File: src/rtl/mem_arbiter.sv
// Two-port memory arbiter: serialises instruction and data requests onto one RAM port.
// Data wins over instruction, RAM errors are retried, and memerr latches if retries run out.
module mem_arbiter (
    input  logic        CLK,
    input  logic        nRST,
    input  logic        iREN,
    input  logic        dREN,
    input  logic        dWEN,
    input  logic [31:0] iaddr,
    input  logic [31:0] daddr,
    input  logic [31:0] dstore,
    output logic        ihit,
    output logic        dhit,
    output logic [31:0] iload,
    output logic [31:0] dload,
    output logic        ramREN,
    output logic        ramWEN,
    output logic [31:0] ramaddr,
    output logic [31:0] ramstore,
    input  logic [31:0] ramload,
    input  logic [1:0]  ramstate,
    output logic        memerr
);

    localparam logic [1:0]  RAM_ACCESS = 2'd2;
    localparam logic [1:0]  RAM_ERROR  = 2'd3;
    localparam logic [31:0] ERR_WORD   = 32'hBAD1BAD1;

    typedef enum logic [2:0] {
        IDLE,
        DACC,
        DRESP,
        IACC,
        IRESP,
        RETRY
    } state_t;

    state_t      state;
    state_t      next_state;
    logic [31:0] lat_addr;
    logic [31:0] lat_store;
    logic        lat_write;
    logic        lat_data;
    logic [1:0]  retry_cnt;
    logic        saturated;

    assign saturated = (retry_cnt == 2'd3);

    always_ff @(posedge CLK or negedge nRST) begin
        if (!nRST) begin
            state <= IDLE;
        end else begin
            state <= next_state;
        end
    end

    // RAM command and hit pulses decode from the state alone, so reset clears them at once.
    always_comb begin
        next_state = state;
        ramREN     = 1'b0;
        ramWEN     = 1'b0;
        ramaddr    = '0;
        ramstore   = '0;
        dhit       = 1'b0;
        ihit       = 1'b0;
        unique case (state)
            IDLE: begin
                if (dREN || dWEN) begin
                    next_state = DACC;
                end else if (iREN) begin
                    next_state = IACC;
                end
            end
            DACC: begin
                ramREN   = ~lat_write;
                ramWEN   = lat_write;
                ramaddr  = lat_addr;
                ramstore = lat_store;
                if (ramstate == RAM_ACCESS) begin
                    next_state = DRESP;
                end else if (ramstate == RAM_ERROR) begin
                    next_state = saturated ? DRESP : RETRY;
                end
            end
            IACC: begin
                ramREN  = 1'b1;
                ramaddr = lat_addr;
                if (ramstate == RAM_ACCESS) begin
                    next_state = IRESP;
                end else if (ramstate == RAM_ERROR) begin
                    next_state = saturated ? IRESP : RETRY;
                end
            end
            DRESP: begin
                dhit       = 1'b1;
                next_state = IDLE;
            end
            IRESP: begin
                ihit       = 1'b1;
                next_state = IDLE;
            end
            RETRY: begin
                next_state = lat_data ? DACC : IACC;
            end
            default: begin
                next_state = IDLE;
            end
        endcase
    end

    // Request latching, retry counting and load-register capture.
    always_ff @(posedge CLK or negedge nRST) begin
        if (!nRST) begin
            lat_addr  <= '0;
            lat_store <= '0;
            lat_write <= 1'b0;
            lat_data  <= 1'b0;
            retry_cnt <= '0;
            memerr    <= 1'b0;
            iload     <= '0;
            dload     <= '0;
        end else begin
            case (state)
                IDLE: begin
                    retry_cnt <= '0;
                    if (dREN || dWEN) begin
                        lat_addr  <= daddr;
                        lat_store <= dstore;
                        lat_write <= dWEN;
                        lat_data  <= 1'b1;
                    end else if (iREN) begin
                        lat_addr  <= iaddr;
                        lat_store <= '0;
                        lat_write <= 1'b0;
                        lat_data  <= 1'b0;
                    end
                end
                DACC: begin
                    if (ramstate == RAM_ACCESS) begin
                        if (!lat_write) begin
                            dload <= ramload;
                        end
                    end else if (ramstate == RAM_ERROR) begin
                        if (saturated) begin
                            memerr <= 1'b1;
                            if (!lat_write) begin
                                dload <= ERR_WORD;
                            end
                        end else begin
                            retry_cnt <= retry_cnt + 2'd1;
                        end
                    end
                end
                IACC: begin
                    if (ramstate == RAM_ACCESS) begin
                        iload <= ramload;
                    end else if (ramstate == RAM_ERROR) begin
                        if (saturated) begin
                            memerr <= 1'b1;
                            iload  <= ERR_WORD;
                        end else begin
                            retry_cnt <= retry_cnt + 2'd1;
                        end
                    end
                end
                default: begin
                end
            endcase
        end
    end

endmodule

File: config.mk
export PLATFORM = sky130hd
export DESIGN_NAME = mem_arbiter
export DESIGN_NICKNAME = d
export VERILOG_FILES = /design/src/rtl/mem_arbiter.sv
export SDC_FILE = /design/constraint.sdc
export NUM_CORES = 1
export LEC_CHECK = 0
export ABC_AREA = 1
export BUFFER_PORTS_ARGS = -buffer_cell sky130_fd_sc_hd__buf_4
export CAP_MARGIN = 20
export CORE_ASPECT_RATIO = 1.4
export CORE_MARGIN = 2
export CORE_UTILIZATION = 35
export CTS_CLUSTER_SIZE = 25
export DETAILED_ROUTE_END_ITERATION = 10
export SYNTH_ARGS = -nofsm -noshare
export SYNTH_HDL_FRONTEND = slang
export SYNTH_SLANG_ARGS = --single-unit
File: constraint.sdc
create_clock -name CLK -period 1.4 [get_ports CLK]
set_input_delay 0.14 -clock CLK [delete_from_list [all_inputs] [get_ports CLK]]
set_output_delay 0.14 -clock CLK [all_outputs]
set_load 0.01 [all_outputs]
==> impl_metrics.env <==
export IMPL_peakVddDrop_v=0.00111
export IMPL_root_buffer="clkbuf_16"
export IMPL_clk_pin_slew_ns=0.06
export IMPL_numPlacedInstances=1362
export IMPL_cts_made_buffers=17
export IMPL_final_cells=1470
export IMPL_dr_pass1_iters=4
export IMPL_portBuffers=267
export IMPL_cts_sinks=136
export IMPL_worstSetupStartpoint="state[1]$_DFFE_PN0P_"
export IMPL_syn2layout_area_growth_pct=76.3
export IMPL_fin_skew_ns=0.0101
export IMPL_gp_congestion=0.796
export IMPL_die_w_um=119
export IMPL_crit_fanout=26
export IMPL_avgRoutedWirePerCell_um=15.9
export IMPL_violations="negative setup slack"
export IMPL_critical_path_class="reg2out"
export IMPL_syn_inst=856
export IMPL_io_pins=268
export IMPL_drv_slew=0
export IMPL_cp_end_kind="output pin"
export IMPL_ys_seq_area_share_pct=52.1
export IMPL_cts_tree="done"
export IMPL_hold_viol=0
export IMPL_fmax_ghz=0.564
export IMPL_max_stage_delay_ns=0.45
export IMPL_grt_pass1_vias=6848
export IMPL_grt_max_degree=54
export IMPL_dp_hpwl_um=14700
export IMPL_vias_per_cell=4.69
export IMPL_htree_levels=4
export IMPL_status="finished with violations"
export IMPL_start_util_pct=35.4
export IMPL_final_setup_viol_count=168
export IMPL_fin_util_pct=62.4
export IMPL_vias=6891
export IMPL_dpl_cell_area_um2=9080
export IMPL_coreArea_um2=18500
export IMPL_avgSynthCellArea_um2=7.63
export IMPL_die_area_um2=19800
export IMPL_antenna_found_initial=0
export IMPL_critPathSlowestCell="dfrtp_2"
export IMPL_power_density_nw_per_um2=2190
export IMPL_fin_nets=1351
export IMPL_leakagePower_nw=6.03
export IMPL_grt_pass1_wl_um=34500
export IMPL_dr_first_iter_drc_count=275
export IMPL_min_path_type="in2reg"
export IMPL_required_ns=1.26
export IMPL_clockBufferDepth=2
export IMPL_r2r_start="state[2]$_DFFE_PN0P_"
export IMPL_synth_cell_types=25
export IMPL_drcViolationCount=0
export IMPL_min_from="daddr[20]"
export IMPL_path_delay_family="flip-flops"
export IMPL_ant_nets=0
export IMPL_start_kind="register"
export IMPL_max_slew_margin_pct=72.5
export IMPL_grt_usage_pct=21.9
export IMPL_syn_cell_area_um2=6530
export IMPL_clkLatencyLatePin_ns=0.41
export IMPL_die_h_um=166
export IMPL_yosys_warnings=0
export IMPL_finalWorstSetupSlack_ns=-0.375
export IMPL_worstMarginPinSlew_ns=0.412
export IMPL_syn_nets=992
export IMPL_synth_seq_cells=136
export IMPL_diodes=0
export IMPL_globalRouteOverflowTotal=0
export IMPL_path_buf_inv=2
export IMPL_setup_tns_ns=-38.11
export IMPL_arrival_ns=1.63
export IMPL_final_period_utilization_pct=127
export IMPL_rsz0062_at_grt="yes"
export IMPL_drive_gt1_share_pct=45.7
export IMPL_layout_min_cycle_time_ns=1.77
export IMPL_crit_chain="nor2_4, nand2_4, buf_6, nor2_1, buf_4"
export IMPL_maxCapViolCount=0
export IMPL_design_area_um2=11500
export IMPL_routed_wl_um=23400
export IMPL_num_rows=59
[timing repair]
| item | CTS | global route |
|---|---|---|
| hold endpoints to repair | 92 | 0 |
| pin swaps | 7 | 10 |
| resized for setup | 86 | 241 |
| hold buffers | 33 | 0 |
| setup endpoints to repair | 132 | 200 |
| gates cloned | 3 | 15 |
| buffers inserted | 11 | 20 |
[layer usage]
metal,routed length [um],GRT usage [%],up-vias
li1,-,-,3378
met1,9270,26.0,3223
met2,12300,39.0,246
met3,1250,4.51,44
met4,591,7.42,0
met5,0,0,-
[state kept, by name, indices dropped and copies added (netlist names)]
register / count
lat_store: 32
iload: 32
lat_data: 1
memerr: 1
lat_addr: 32
retry_cnt: 2
dload: 32
state: 3
lat_write: 1
[metrics by stage]
stage | hold slack [ns] | total power, mW | worst slack, ns
finish | 0.0300 | 25.2 | -0.375
global route | 0.0329 | 26.7 | -0.433
CTS | 0.00867 | 21.8 | -0.370
detailed placement | 0.0862 | 15.6 | -0.0509
global placement | 0.0913 | 15.5 | -0.0344
floorplan | -0.156 | 10.8 | 0.0151
[cell usage in the layout (no fill, tap or decap), types with 2 or more instances in the layout]
cell,netlist,routed
dfrtp_1,136,134
buf_12,0,19
buf_16,0,4
buf_4,6,287
dfrtp_2,0,2
o21ai_0,95,9
o21ai_1,5,31
bufinv_16,0,6
nor2_2,4,25
or2_2,18,18
buf_8,0,4
inv_2,3,5
nand3_1,70,69
buf_6,6,36
nand2_2,5,14
nor2_4,2,22
clkbuf_16,0,26
dlygate4sd3_1,0,33
o21ai_2,0,59
nand4_1,2,2
nand2_1,282,254
clkinvlp_4,0,2
inv_1,90,87
clkinv_4,0,3
nand2_4,0,19
a21oi_1,2,2
nor2_1,82,41
[worst register-to-register path, cell delays in order, from the launching register on]
cell and delay (ns):
dfrtp_1 0.38, inv_2 0.13, buf_6 0.11, buf_6 0.10
buf_6 0.10, nand2_4 0.05, a21oi_4 0.22, buf_12 0.17
buf_12 0.10, clkbuf_16 0.16, nand2_4 0.04, o21ai_1 0.06
[cells in the mapped netlist, drive strengths merged]
| cell | instances | area share, % |
|---|---|---|
| nand4 | 2 | 0.19 |
| ha | 1 | 0.19 |
| clkbuf | 19 | 1.1 |
| nand3 | 71 | 5.5 |
| or2 | 18 | 1.7 |
| o21bai | 1 | 0.11 |
| nor2 | 88 | 5.4 |
| buf | 33 | 3.2 |
| a21oi | 3 | 0.40 |
| o21ai | 100 | 7.7 |
| nand2 | 287 | 17 |
| dfrtp | 136 | 52 |
| inv | 93 | 5.3 |
| clkinv | 1 | 0.057 |
| nor3 | 3 | 0.23 |
[final timing paths]
kind / endpoint / slack (ns) / cells past startpoint
max: ramstore[10] / -0.37 / 5
min: lat_addr[20]$_DFFE_PN0P_ / 0.03 / 5
max reg2reg: lat_addr[13]$_DFFE_PN0P_ / -0.31 / 11
min reg2reg: dload[2]$_DFFE_PN0P_ / 0.47 / 2
max in group asynchronous: dload[11]$_DFFE_PN0P_ / 0.62 / 3
min in group asynchronous: iload[1]$_DFFE_PN0P_ / 0.23 / 2
[power by group]
part | leakage [nW] | total (mW) | switching, mW | internal [mW]
clock | 0.312 | 5.03 | 1.70 | 3.33
combinational | 4.00 | 13.6 | 7.04 | 6.60
sequential | 1.72 | 6.49 | 0.810 | 5.68
total | 6.03 | 25.2 | 9.56 | 15.6
[final cells by class]
cell class                      count  area [um2]
Inverter                           94         358
Clock buffer                       18         429
Timing Repair Buffer              392        3670
Clock inverter                     12         226
Multi-Input combinational cell    574        3120
Sequential cell                   136        3410
Fill cell                        1612        6940
Tap cell                          244         305
[kinds of logic (layout without fill, tap and decap cells)]
group / after synthesis / count (layout) / share of synthesized area (%)
buffers and inverters: 146 / 516 / 9.73
and+or+nand+nor: 469 / 469 / 29.8
AOI/OAI and AO/OA: 104 / 104 / 8.18
DFF: 136 / 136 / 52.1
adders and majority gates: 1 / 1 / 0.192
Note: power is estimated with default switching activity, not from simulation.
